==> src/rtl/axi_pkg.sv <==
// Shared AXI constants and the read splitter state encoding.
// Imported by the splitter top and its chunk calculator.
package axi_pkg;

   localparam logic [1:0] AXI_FIXED = 2'b00;
   localparam logic [1:0] AXI_INCR  = 2'b01;
   localparam logic [1:0] AXI_WRAP  = 2'b10;

   localparam int unsigned AXI_4KB       = 4096;
   localparam int unsigned AXI_MAX_INCR  = 256;
   localparam int unsigned AXI_MAX_FIXED = 16;

   typedef enum logic [1:0] {
      ST_IDLE,
      ST_ISSUE,
      ST_DATA
   } state_t;

endpackage

==> src/rtl/burst_chunk_calc.sv <==
// Sub-burst sizing: min(remaining, burst cap, 4 KB boundary).
// Produces the AXI length field (chunk - 1).
module burst_chunk_calc
   import axi_pkg::*;
(
   input  logic [11:0] offs,
   input  logic [31:0] remaining,
   input  logic [2:0]  size,
   input  logic [1:0]  burst,
   output logic [7:0]  len
);

   logic [31:0] cap;
   logic [31:0] bnd;
   logic [31:0] chunk;

   // Clamp the beat count by cap and page boundary
   always_comb begin
      cap = (burst == AXI_INCR) ? AXI_MAX_INCR : AXI_MAX_FIXED;
      bnd = 32'hFFFF_FFFF;
      if (burst == AXI_INCR) begin
         bnd = (AXI_4KB - {20'd0, offs}) >> size;
         // Misaligned start near the page end: still move one beat
         if (bnd == 32'd0) bnd = 32'd1;
      end
      chunk = remaining;
      if (cap < chunk) chunk = cap;
      if (bnd < chunk) chunk = bnd;
      len = 8'(chunk - 32'd1);
   end

endmodule

==> src/rtl/axi_read_splitter.sv <==
// Splits one long read request into legal AXI4 AR bursts
// and forwards returned R beats straight to the requester.
module axi_read_splitter
   import axi_pkg::*;
#(
   parameter int AXI_AWIDTH = 32,
   parameter int AXI_DWIDTH = 32
)
(
   input  logic                  clk,
   input  logic                  rst,
   input  logic                  req_valid,
   output logic                  req_ready,
   input  logic [AXI_AWIDTH-1:0] req_addr,
   input  logic [31:0]           req_len,
   input  logic [2:0]            req_size,
   input  logic [1:0]            req_burst,
   output logic                  ar_valid,
   input  logic                  ar_ready,
   output logic [AXI_AWIDTH-1:0] ar_addr,
   output logic [7:0]            ar_len,
   output logic [2:0]            ar_size,
   output logic [1:0]            ar_burst,
   input  logic [AXI_DWIDTH-1:0] r_data,
   input  logic                  r_valid,
   input  logic                  r_last,
   output logic                  r_ready,
   output logic [AXI_DWIDTH-1:0] data,
   output logic                  data_valid,
   input  logic                  data_ready,
   output logic                  busy,
   output logic                  err
);

   localparam logic [2:0] MAX_SIZE = 3'($clog2(AXI_DWIDTH / 8));

   state_t                  state;
   state_t                  state_nxt;
   logic [AXI_AWIDTH-1:0]   addr_q;
   logic [31:0]             rem_q;
   logic [7:0]              cnt_q;
   logic [11:0]             c_offs;
   logic [31:0]             c_rem;
   logic [2:0]              c_size;
   logic [1:0]              c_burst;
   logic [7:0]              c_len;
   logic [8:0]              chunk;
   logic                    illegal;
   logic                    beat;

   assign illegal = req_burst[1] | (req_size > MAX_SIZE);
   assign beat    = (state == ST_DATA) & r_valid & data_ready;
   assign chunk   = {1'b0, ar_len} + 9'd1;
   assign data    = r_data;
   assign busy    = (state != ST_IDLE);

   // Chunk inputs: the new request in IDLE, latched progress later
   always_comb begin
      if (state == ST_IDLE) begin
         c_offs  = req_addr[11:0];
         c_rem   = req_len + 32'd1;
         c_size  = req_size;
         c_burst = req_burst;
      end else begin
         c_offs  = addr_q[11:0];
         c_rem   = rem_q;
         c_size  = ar_size;
         c_burst = ar_burst;
      end
   end

   burst_chunk_calc u_calc (
      .offs      (c_offs),
      .remaining (c_rem),
      .size      (c_size),
      .burst     (c_burst),
      .len       (c_len)
   );

   // State register
   always_ff @(posedge clk or posedge rst) begin
      if (rst) state <= ST_IDLE;
      else     state <= state_nxt;
   end

   // Next state and handshake outputs
   always_comb begin
      state_nxt  = state;
      req_ready  = 1'b0;
      ar_valid   = 1'b0;
      r_ready    = 1'b0;
      data_valid = 1'b0;
      case (state)
         ST_IDLE: begin
            req_ready = ~rst;
            if (req_valid && !illegal) state_nxt = ST_ISSUE;
         end
         ST_ISSUE: begin
            ar_valid = 1'b1;
            if (ar_ready) state_nxt = ST_DATA;
         end
         ST_DATA: begin
            r_ready    = data_ready;
            data_valid = r_valid;
            if (beat && r_last)
               state_nxt = (rem_q != 32'd0) ? ST_ISSUE : ST_IDLE;
         end
         default: state_nxt = ST_IDLE;
      endcase
   end

   // Request latch, burst progress, beat counter and error flag
   always_ff @(posedge clk or posedge rst) begin
      if (rst) begin
         addr_q   <= '0;
         rem_q    <= '0;
         cnt_q    <= '0;
         err      <= 1'b0;
         ar_addr  <= '0;
         ar_len   <= '0;
         ar_size  <= '0;
         ar_burst <= '0;
      end else begin
         case (state)
            ST_IDLE: begin
               if (req_valid) begin
                  err <= illegal;
                  if (!illegal) begin
                     addr_q   <= req_addr;
                     rem_q    <= c_rem;
                     ar_addr  <= req_addr;
                     ar_len   <= c_len;
                     ar_size  <= req_size;
                     ar_burst <= req_burst;
                  end
               end
            end
            ST_ISSUE: begin
               if (ar_ready) begin
                  rem_q <= rem_q - 32'(chunk);
                  if (ar_burst == AXI_INCR)
                     addr_q <= addr_q + (AXI_AWIDTH'(chunk) << ar_size);
                  cnt_q <= ar_len;
               end
            end
            ST_DATA: begin
               if (beat) begin
                  cnt_q <= cnt_q - 8'd1;
                  if (r_last != (cnt_q == 8'd0)) err <= 1'b1;
                  if (r_last) begin
                     ar_addr <= addr_q;
                     ar_len  <= c_len;
                  end
               end
            end
            default: ;
         endcase
      end
   end

endmodule

==> config.mk <==
export PLATFORM = sky130hd
export DESIGN_NAME = axi_read_splitter
export DESIGN_NICKNAME = d
export VERILOG_FILES = /design/src/rtl/axi_pkg.sv /design/src/rtl/burst_chunk_calc.sv /design/src/rtl/axi_read_splitter.sv
export SDC_FILE = /design/constraint.sdc
export NUM_CORES = 1
export LEC_CHECK = 0
export ABC_AREA = 1
export BUFFER_PORTS_ARGS = -buffer_cell sky130_fd_sc_hd__buf_2
export CAP_MARGIN = 20
export CORE_MARGIN = 2
export CORE_UTILIZATION = 45
export CTS_CLUSTER_DIAMETER = 100
export DETAILED_ROUTE_END_ITERATION = 8
export PLACE_DENSITY = 0.65
export SLEW_MARGIN = 40
export SYNTH_ARGS = -nofsm -noshare
export SYNTH_HDL_FRONTEND = slang
export SYNTH_HIERARCHICAL = 1
export SYNTH_SLANG_ARGS = --single-unit
==> constraint.sdc <==
create_clock -name clk -period 12.6 [get_ports clk]
set_input_delay 2.52 -clock clk [delete_from_list [all_inputs] [get_ports clk]]
set_output_delay 2.52 -clock clk [all_outputs]
set_load 0.1 [all_outputs]
# Word level (Yosys, flattened, before mapping)

Index checks and enable logic that the tools add are counted.

Add/sub/neg operators: 7
Multipliers: 0
Div/mod/pow operators: 0
$lt $le $gt $ge: 3
Equality and inequality tests: 14
Shifts and indexed selects: 2
Muxes and demuxes: 42
Bitwise gates (word level): 5
Reduce and logical (&&, ||, !) cells: 18

Operators with widths:

| cell                                                                  | count |
|---|---|
| 32-bit two-way mux                                                    | 13 |
| 32-bit one-hot mux with 2 select lines                                | 3 |
| 32-bit less-than comparator                                           | 2 |
| 8-bit two-way mux                                                     | 7 |
| 32-bit by 1-bit adder with 32-bit output (second input constant)      | 1 |
| 32-bit adder                                                          | 1 |
| 32-bit zero test                                                      | 1 |
| 8-bit one-hot mux with 2 select lines                                 | 2 |
| 32-bit nonzero test                                                   | 1 |
| 9-bit by 3-bit left shift with 32-bit output                          | 1 |
| 32-bit by 3-bit right shift with 32-bit output                        | 1 |
| 32-bit by 9-bit subtractor with 32-bit output                         | 1 |
| 8-bit by 1-bit subtractor with 8-bit output (second input constant)   | 2 |
| 13-bit by 12-bit subtractor with 14-bit output (first input constant) | 1 |
| 12-bit two-way mux                                                    | 1 |
| 2-bit != test (second input constant)                                 | 6 |
| 5-bit AND reduction                                                   | 2 |
| 8-bit by 1-bit adder with 9-bit output (second input constant)        | 1 |
| 9-bit two-way mux                                                     | 1 |
| 3-bit AND reduction                                                   | 3 |
| 8-bit zero test                                                       | 1 |
| 1-bit two-way mux                                                     | 8 |
| 2-bit two-way mux                                                     | 4 |
| 4-bit AND reduction                                                   | 2 |
| other kinds (15)                                                      | 25 |

Register bits: 120
Bits in latches: 0
Bits in writable memories: 0
Bits in read-only memories: 0
Bits of input ports: 108
Output and inout port bits: 83
Word-level logic and storage cells: 100
Memories: 0

# Longest topological paths before layout

Gate-level depths: netlist of the first run.

Depth in word-level cells: 13
Gate-level depth with buffers: 42
Gate-level depth less buffers: 40

# Modules after synthesis

The synthesis of the first run kept the hierarchy.

By module, submodules not included:

| module            | instances | cells each | area each (µm²) | seq. area each (µm²) |
|---|---|---|---|---|
| axi_read_splitter | 1         | 1822       | 10749.1         | 3002.9 |
| burst_chunk_calc  | 1         | 378        | 2098.3          | 0.0 |

# Least setup slack after synthesis of the first run

No wires, ideal clock.

Path type: in2out
Start point: input r_valid
End point: output data_valid
Arrival time: 3.798 ns
Data required time: 10.080 ns
Path slack: 6.282 ns
Stages on the path: 2
Path buffers: 0
Path through: inv_1 -> nor2_1

Word-level cells in the longest chain between the ends: 1

Ends and longest elaborated chain:

| what              | RTL line                | text |
|---|---|---|
| from (decl)       | axi_read_splitter.sv:25 | `input logic r_valid,` |
| 1-bit two-way mux | axi_read_splitter.sv:93 | `case (state)` |
| to (decl)         | axi_read_splitter.sv:29 | `output logic data_valid,` |

Every way passes these cells.

# Worst setup path after layout of the first run

Start point: input req_len[6]
End point: register ar_len[6]

Word-level cells in the longest chain between the ends: 10
Elaborated cells on any way between the ends: 12
Classes of those cells: add/sub (2); order compare (2); mux (8)

Ends and longest elaborated chain:

| what                                          | RTL line                                           | text |
|---|---|---|
| from (decl)                                   | axi_read_splitter.sv:15                            | `input logic [31:0] req_len,` |
| 32-bit by 1-bit adder with 32-bit output *    | axi_read_splitter.sv:61                            | `c_rem = req_len + 32'd1;` |
| 32-bit two-way mux *                          | axi_read_splitter.sv:59                            | `if (state == ST_IDLE) begin` |
| net c_rem[26]                                 | axi_read_splitter.sv:43                            | `logic [31:0] c_rem;` |
| 32-bit less-than comparator                   | burst_chunk_calc.sv:27                             | `if (cap < chunk) chunk = cap;` |
| 32-bit two-way mux *                          | burst_chunk_calc.sv:27                             |  |
| 32-bit less-than comparator                   | burst_chunk_calc.sv:28                             | `if (bnd < chunk) chunk = bnd;` |
| 8-bit two-way mux *                           | burst_chunk_calc.sv:28                             |  |
| 8-bit by 1-bit subtractor with 8-bit output * | burst_chunk_calc.sv:29                             | `len = 8'(chunk - 32'd1);` |
| net c_len[6]                                  | axi_read_splitter.sv:46                            | `logic [7:0] c_len;` |
| 8-bit two-way mux, on equally long branches   | axi_read_splitter.sv:150, axi_read_splitter.sv:128 |  |
| 8-bit two-way mux, on equally long branches   | axi_read_splitter.sv:147, axi_read_splitter.sv:126 |  |
| 8-bit one-hot mux with 2 select lines *       | axi_read_splitter.sv:124                           | `case (state)` |
| to (signal assigned)                          | axi_read_splitter.sv:132                           | `ar_len <= c_len;` |
| to (signal assigned)                          | axi_read_splitter.sv:152                           | `ar_len <= c_len;` |
| to (decl)                                     | axi_read_splitter.sv:21                            | `output logic [7:0] ar_len,` |

Mark *: on every way through the listed nets, which the timed path passes. The rest lies on a longest branch. The select of a mux whose other input is x is not followed.
A chain may end at the register's enable or synchronous reset.

==> results of run 1 <==
[cell type report]
| class | instances | area (sq um) |
|---|---|---|
| Sequential cell | 120 | 3003 |
| Fill cell | 3022 | 13700 |
| Timing Repair Buffer | 138 | 728.2 |
| Inverter | 261 | 984.7 |
| Clock buffer | 17 | 425.4 |
| Tap cell | 378 | 473.0 |
| Multi-Input combinational cell | 1741 | 8408 |
| Clock inverter | 15 | 215.2 |
[layout by cell type, fill, tap and decap left out, types with 17 or more instances in the layout]
| cell | n |
|---|---|
| a21oi_1 | 67 |
| buf_2 | 126 |
| clkbuf_16 | 17 |
| conb_1 | 23 |
| dfrtp_1 | 120 |
| ha_1 | 63 |
| inv_1 | 248 |
| nand2_1 | 760 |
| nand3_1 | 234 |
| nand4_1 | 35 |
| nor2_1 | 211 |
| nor3_1 | 20 |
| o21ai_0 | 166 |
| xor2_1 | 23 |
[routing by layer]
| layer | up-vias | global-route usage, % | routed length, um |
|---|---|---|---|
| met3 | 46 | 5.277 | 3293 |
| met5 | - | 0 | 0 |
| met4 | 0 | 6.709 | 675 |
| li1 | 7192 | - | - |
| met2 | 524 | 42.83 | 18040 |
| met1 | 6455 | 40.10 | 19600 |
[worst max-delay path by stage]
stage	from	endpoint	slack, ns	cells after the start
after floorplan	r_valid	data_valid	6.28	2
after global placement	req_len[8]	ar_len[6]	5.22	36
after detailed placement	req_len[6]	ar_len[6]	5.22	39
after CTS	req_len[6]	ar_len[6]	5.66	39
after global routing	req_len[6]	ar_len[6]	4.88	39
final	req_len[6]	ar_len[6]	5.52	39
[cell families after synthesis]
group           count (synthesis)  synth area share (%)
compound gates                282                 11.62
xor+xnor                       29                 1.977
fa+ha+maj                      65                 6.447
buf+inv                       361                 11.90
flops                         120                 23.37
other cells                     1               0.02919
simple gates                 1342                 44.65
[tightest hold or removal path, delay by kind of cell, from the launching register on]
kind             cells  cell delay, ns
and+or+nand+nor      2            0.10
DFF                  1            0.34
[flip-flops by register name, indices dropped and copies added (netlist names)]
signal,flops
rem_q,32
state,2
ar_len,8
addr_q,32
ar_addr,32
err,1
ar_burst,2
ar_size,3
cnt_q,8
[stage by stage]
stage / cells / hold slack (ns) / setup WS [ns] / instance area, sq um / util [%]
finish: 2670 / 0.4740 / 5.518 / 14240 / 50.97
global route: 2670 / 0.5036 / 4.877 / 14240 / 50.97
CTS: 2670 / 0.4737 / 5.658 / 14230 / 50.95
detailed placement: 2638 / 0.4580 / 5.216 / 13590 / 48.65
global placement: 2638 / 0.4648 / 5.221 / 13580 / 48.63
floorplan: 2222 / 0.4601 / 6.282 / 12930 / -
==> flow_summary_export.csv, run 1 <==
group,metric,value,unit
run_status,outcome,"complete, no violations",
synth,ys_seq_elements,120,
hold_path,min_to,"err",
clocking,clock_latency,0.44,ns
cells_and_area,area_growth,10.82,%
synth,syn_area_per_cell,5.840,sq um
clocking,htreeDepth,4,
placement,globalplace.congestion,0.9417,
synth,synth_top_area_share,23.37,%
synth,yosysTopAreaCell,"dfrtp_1",
synth,synthFlopType,"dfrtp_1",
worst_setup_path,cpMostUsedCell,"nand2_1",
synth,synth_cells,2200,
global_routing,grt_pass1_wl,67740,um
worst_setup_path,r2r-end,"ar_len[6]",
hold_path,min_from,"err",
placement,hpwlAfterDp,32460,um
worst_setup_path,crit_path_end_kind,"flip-flop",
drt,first_iter_violations,1165,
clocking,cts-root-buf,"clkbuf_16",
worst_setup_path,critPathSlowestCell,"o21ai_0",
floorplan,start_util,45.99,%
global_routing,antenna_found_initial,0,
floorplan,io-pin-count,191,
worst_setup_path,reg2reg_slack,7.18,ns
global_routing,grt_max_degree,80,
clocking,post-cts-setup-buffer-count,0,
synth,ys_seq_area_share,23.37,%
worst_setup_path,crit_path_max_fanout,9,
clocking,clkTransAtPathRegs,0.06,ns
worst_setup_path,regToRegStartpoint,"state[1]",
timing,rsz0062_at_grt,"no",
synth,synthTopCellsByArea,"dfrtp_1 (23%), nand2_1 (22%), nand3_1 (9.1%)",
timing,skew,0.01160,ns
synth,synth.most_common_cell,"nand2_1",
clocking,clock-sinks,120,
placement,port_buffers,126,
job,max_cap_viol_count,0,
worst_setup_path,cp_top_family,"simple AND/OR/NAND/NOR gates",
worst_setup_path,cp-start-kind,"primary input",
clocking,cts_tree,"yes",
cells_and_area,layout-drive-gt1-share,10.34,%
synth,ys_top_cells_by_count,"nand2_1 (761), inv_1 (249), nand3_1 (234), nor2_1 (212), o21ai_0 (166)",
timing,fin_crit,7.082,ns
drt,routed_via_density,5.325,
drt,drt-total-wl,41610,um
global_routing,first_global_vias,13170,
worst_setup_path,worstPathArrival,7.38,ns
cells_and_area,nets,2452,
timing,timing.fmax,0.1412,GHz
worst_setup_path,critPathKind,"primary input to flip-flop",
floorplan,die-width,173.0,um
drt,vias,14220,
synth,synthArstFlopShare,100.0,%
worst_setup_path,required,12.90,ns
synth,syn_area,12850,sq um
synth,synth-edff-count,0,
clocking,cts_resized,0,
timing,period_share,56.20,%
clocking,cts_buffers,17,
floorplan,fp.dieH,173.0,um
floorplan,core_area,27930,sq um
timing,finalSetupViolations,0,
synth,ys_warn_count,6,
timing,drv_slew,0,
global_routing,gr-total-overflow,0,
floorplan,dieArea,29920,sq um
worst_setup_path,cp_slowest_stage_delay,0.39,ns
timing,slew_headroom,49.90,%
floorplan,fp-row-count,61,
drt,avgRoutedWirePerCell,15.58,um
worst_setup_path,reg2reg_depth,36,
timing,worstMarginPinSlew,0.7437,ns
drt,drc_errors,0,
clocking,postCtsHoldBufs,0,
timing,tns,0,ns
cells_and_area,antenna_cells,0,
hold_path,hold_path_depth,2,
synth,yosysUniqueCellTypes,45,
drt,antenna_violating_nets_post_route,0,
clocking,clockBufferDepth,2,
timing,hold_viol_final,0,
worst_setup_path,cp_num_buf_inv,5,
hold_path,hp-class,"flip-flop to flip-flop",
drt,first_pass_iters,5,
global_routing,track_usage,27.82,%
Power of run 1 is left out: the tool's default activity adds up to more than one toggle a clock period on the data nets, which glitch-free logic cannot reach.
==> run 2, diff against run 1 <==
--- a/config.mk
+++ b/config.mk
@@ -5,14 +5,14 @@
 export SDC_FILE = /design/constraint.sdc
 export NUM_CORES = 1
 export LEC_CHECK = 0
-export ABC_AREA = 1
+export ABC_AREA = 0
 export BUFFER_PORTS_ARGS = -buffer_cell sky130_fd_sc_hd__buf_2
 export CAP_MARGIN = 20
 export CORE_MARGIN = 2
 export CORE_UTILIZATION = 45
 export CTS_CLUSTER_DIAMETER = 100
 export DETAILED_ROUTE_END_ITERATION = 8
-export PLACE_DENSITY = 0.65
+export PLACE_DENSITY = 0.68
 export SLEW_MARGIN = 40
 export SYNTH_ARGS = -nofsm -noshare
 export SYNTH_HDL_FRONTEND = slang
==> constraint.sdc (replaced) <==
create_clock -name clk -period 5.9 [get_ports clk]
set_input_delay 1.18 -clock clk [delete_from_list [all_inputs] [get_ports clk]]
set_output_delay 1.18 -clock clk [all_outputs]
set_load 0.1 [all_outputs]
==> run 2 against run 1 <==
Net effect:
- clock skew decreased by 0.0026 ns
- count of clock-buffer cells in the layout up 1
- wire length decreased by 11%
- core utilization increased by 5.6 points
- critical endpoint unchanged
- register-to-register slack worse by 7.0 ns
==> flow_summary_export.csv, run 2 <==
group,metric,value,unit
cells_and_area,antenna_cells,0,
run_status,outcome,"complete, no violations",
global_routing,antenna_found_initial,0,
global_routing,use_met2,43.28,%
floorplan,dieArea,27530,sq um
timing,worstMarginPinSlew,0.7823,ns
drt,first_iter_violations,1079,
global_routing,met1_usage,35.57,%
power_and_ir_drop,total_power,9.595,mW
clocking,cts_tree,"yes",
synth,syn_area,11800,sq um
floorplan,fp.dieH,165.9,um
timing,timing.fmax,0.1707,GHz
synth,syn_area_per_cell,7.667,sq um
synth,synthFlopType,"dfrtp_1",
drt,antenna_violating_nets_post_route,0,
clocking,clockBufferDepth,2,
power_and_ir_drop,sw_frac_of_total,53.95,%
floorplan,core_area,25910,sq um
drt,drc_errors,0,
timing,period_share,99.28,%
power_and_ir_drop,pwr-share-seq,17.9,%
synth,synthTopCellsByArea,"dfrtp_1 (25%), ha_1 (6.7%), nand2_1 (6.4%)",
timing,skew,0.009043,ns
cells_and_area,layout-drive-gt1-share,25.51,%
timing,fin_crit,5.857,ns
cells_and_area,largest_registers,"addr_q x32, ar_addr x32, rem_q x32",
timing,finalSetupViolations,0,
synth,ys_seq_elements,120,
timing,finalHoldWorstSlack,0.5127,ns
floorplan,fp-row-count,59,
timing,drv_slew,0,
cells_and_area,nets,1940,
placement,globalplace.congestion,0.9423,
hold_path,hp-class,"flip-flop to flip-flop",
power_and_ir_drop,power.share.clock,12.3,%
worst_setup_path,critPathKind,"primary input to flip-flop",
timing,tns,0,ns
floorplan,start_util,45.54,%
placement,place_area,13770,sq um
global_routing,gr-total-overflow,0,
drt,avgRoutedWirePerCell,17.56,um
synth,synthArstFlopShare,100.0,%
floorplan,io-pin-count,191,
worst_setup_path,crit_path_max_fanout,6,
synth,synth_top_area_share,25.45,%
power_and_ir_drop,internal_power,4.419,mW
power_and_ir_drop,switchingPower,5.176,mW
clocking,htreeDepth,4,
drt,drt-total-wl,37140,um
worst_setup_path,required,6.21,ns
clocking,clock_latency,0.43,ns
drt,first_pass_iters,5,
clocking,cts-root-buf,"clkbuf_16",
global_routing,grt_max_degree,73,
placement,hpwlAfterDp,27740,um
synth,synth_cells,1539,
cells_and_area,fin_area,14650,sq um
synth,yosysTopAreaCell,"dfrtp_1",
floorplan,die-width,165.9,um
drt,routed_via_density,5.957,
hold_path,hold_path_depth,2,
synth,ys_warn_count,6,
drt,vias,12600,
clocking,clock-sinks,120,
synth,ys_seq_area_share,25.45,%
clocking,postCtsHoldBufs,0,
timing,slew_headroom,47.52,%
power_and_ir_drop,p_comb_share,69.8,%
global_routing,first_global_vias,11860,
power_and_ir_drop,powerDensity,654.8,nW/um^2
clocking,clkTransAtPathRegs,0.06,ns
clocking,cts_buffers,17,
synth,yosysUniqueCellTypes,92,
timing,rsz0062_at_grt,"yes",
cells_and_area,most-common-layout-cells,"nand2_1 (199), buf_4 (183), nor2_1 (162)",
job,max_cap_viol_count,0,
worst_setup_path,reg2reg_depth,29,
timing,hold_viol_final,0,
synth,synth.most_common_cell,"nand2_1",
global_routing,track_usage,26.22,%
global_routing,grt_pass1_wl,60100,um
power_and_ir_drop,irDropWorstVdd,0.5349,mV
power_and_ir_drop,p_leak,6.315,nW
worst_setup_path,cp-start-kind,"primary input",
worst_setup_path,worstPathArrival,6.17,ns
global_routing,grt_use_met3,3.885,%
placement,port_buffers,126,
cells_and_area,area_growth,24.18,%
cells_and_area,utilization,56.55,%
cells_and_area,layout_commonest_cell,"nand2_1",
synth,ys_top_cells_by_count,"nand2_1 (202), nor2_1 (166), dfrtp_1 (120), a21oi_1 (109), o21ai_0 (73)",
synth,synth-edff-count,0,
global_routing,grt-busiest-layer,"met2",
worst_setup_path,crit_path_end_kind,"flip-flop",
[run 2: path summary, 6_finish.rpt]
kind / to / from / slack [ns]
max: ar_len[6] / req_len[8] / 0.04
min: cnt_q[3] / cnt_q[3] / 0.51
max reg2reg: ar_len[6] / state[0] / 0.20
min reg2reg: cnt_q[3] / cnt_q[3] / 0.51
max in group asynchronous: addr_q[6] / rst / 3.88
min in group asynchronous: ar_addr[27] / rst / 0.86
[run 2: cells by family after synthesis]
kind of cell | after synthesis | share of synthesized area, %
flops | 120 | 25.45
other cells | 1 | 0.03178
fa+ha+maj | 65 | 7.019
xor+xnor | 64 | 4.750
buf+inv | 161 | 6.394
simple gates | 642 | 26.67
mux | 65 | 5.970
compound gates | 421 | 23.72
[run 2: layer usage]
metal / vias to the layer above / wire length, um
li1: 6053 / -
met1: 6003 / 16670
met5: - / 0
met3: 68 / 2102
met2: 475 / 17560
met4: 0 / 807
[run 2: timing repair]
item                                    CTS  global route
endpoints found under the setup margin    3             3
pin swaps                                14            15
gates resized for setup                   9            20
buffers inserted                          4             6
[run 2: layout make-up]
class / count / area [sq um]
fill: 2392 / 11260
multi-input combinational: 1280 / 8347
sequential: 120 / 3004
timing repair buffer: 313 / 2087
clock buffer: 18 / 439.2
tap: 335 / 419.2
clock inverter: 14 / 220.2
inverter: 35 / 136.4
[run 2: power by group through the flow]
stage               logic (mW)  registers (mW)  clock network (mW)
global placement          6.36            1.70                   0
global route              7.27            1.78                1.23
CTS                       6.54            1.70                1.19
detailed placement        6.48            1.71                   0
floorplan                 3.95            2.59                   0
finish                    6.69            1.72                1.18
[run 2: through the flow]
step | worst slack, ns | instances
final | 0.04251 | 2115
after global routing | -0.2128 | 2115
after CTS | 0.001838 | 2109
after detailed placement | -0.6549 | 2073
after global placement | -0.4297 | 2072
after floorplan | -0.1993 | 1561
[run 2: worst max-delay path, stage by stage]
cell and delay (ns):
buf_6 0.07, nand4_1 0.12, or2_4 0.28, nor4_4 0.41, nand3_1 0.14, xnor2_1 0.17, mux2_2 0.27, nor4_1 0.30
nand2_1 0.18, nor2_4 0.22, o21a_4 0.19, nand2_4 0.07, ha_4 0.24, a21o_1 0.15, a21o_1 0.18, a21oi_2 0.12
o21bai_1 0.08, nor4_2 0.17, a31oi_2 0.16, a21oi_4 0.21, mux2i_2 0.28, ha_4 0.20, and4b_1 0.19, o21ai_1 0.06
mux2_4 0.27, mux2_4 0.25
No activity file was read; power rests on OpenSTA's default activity.
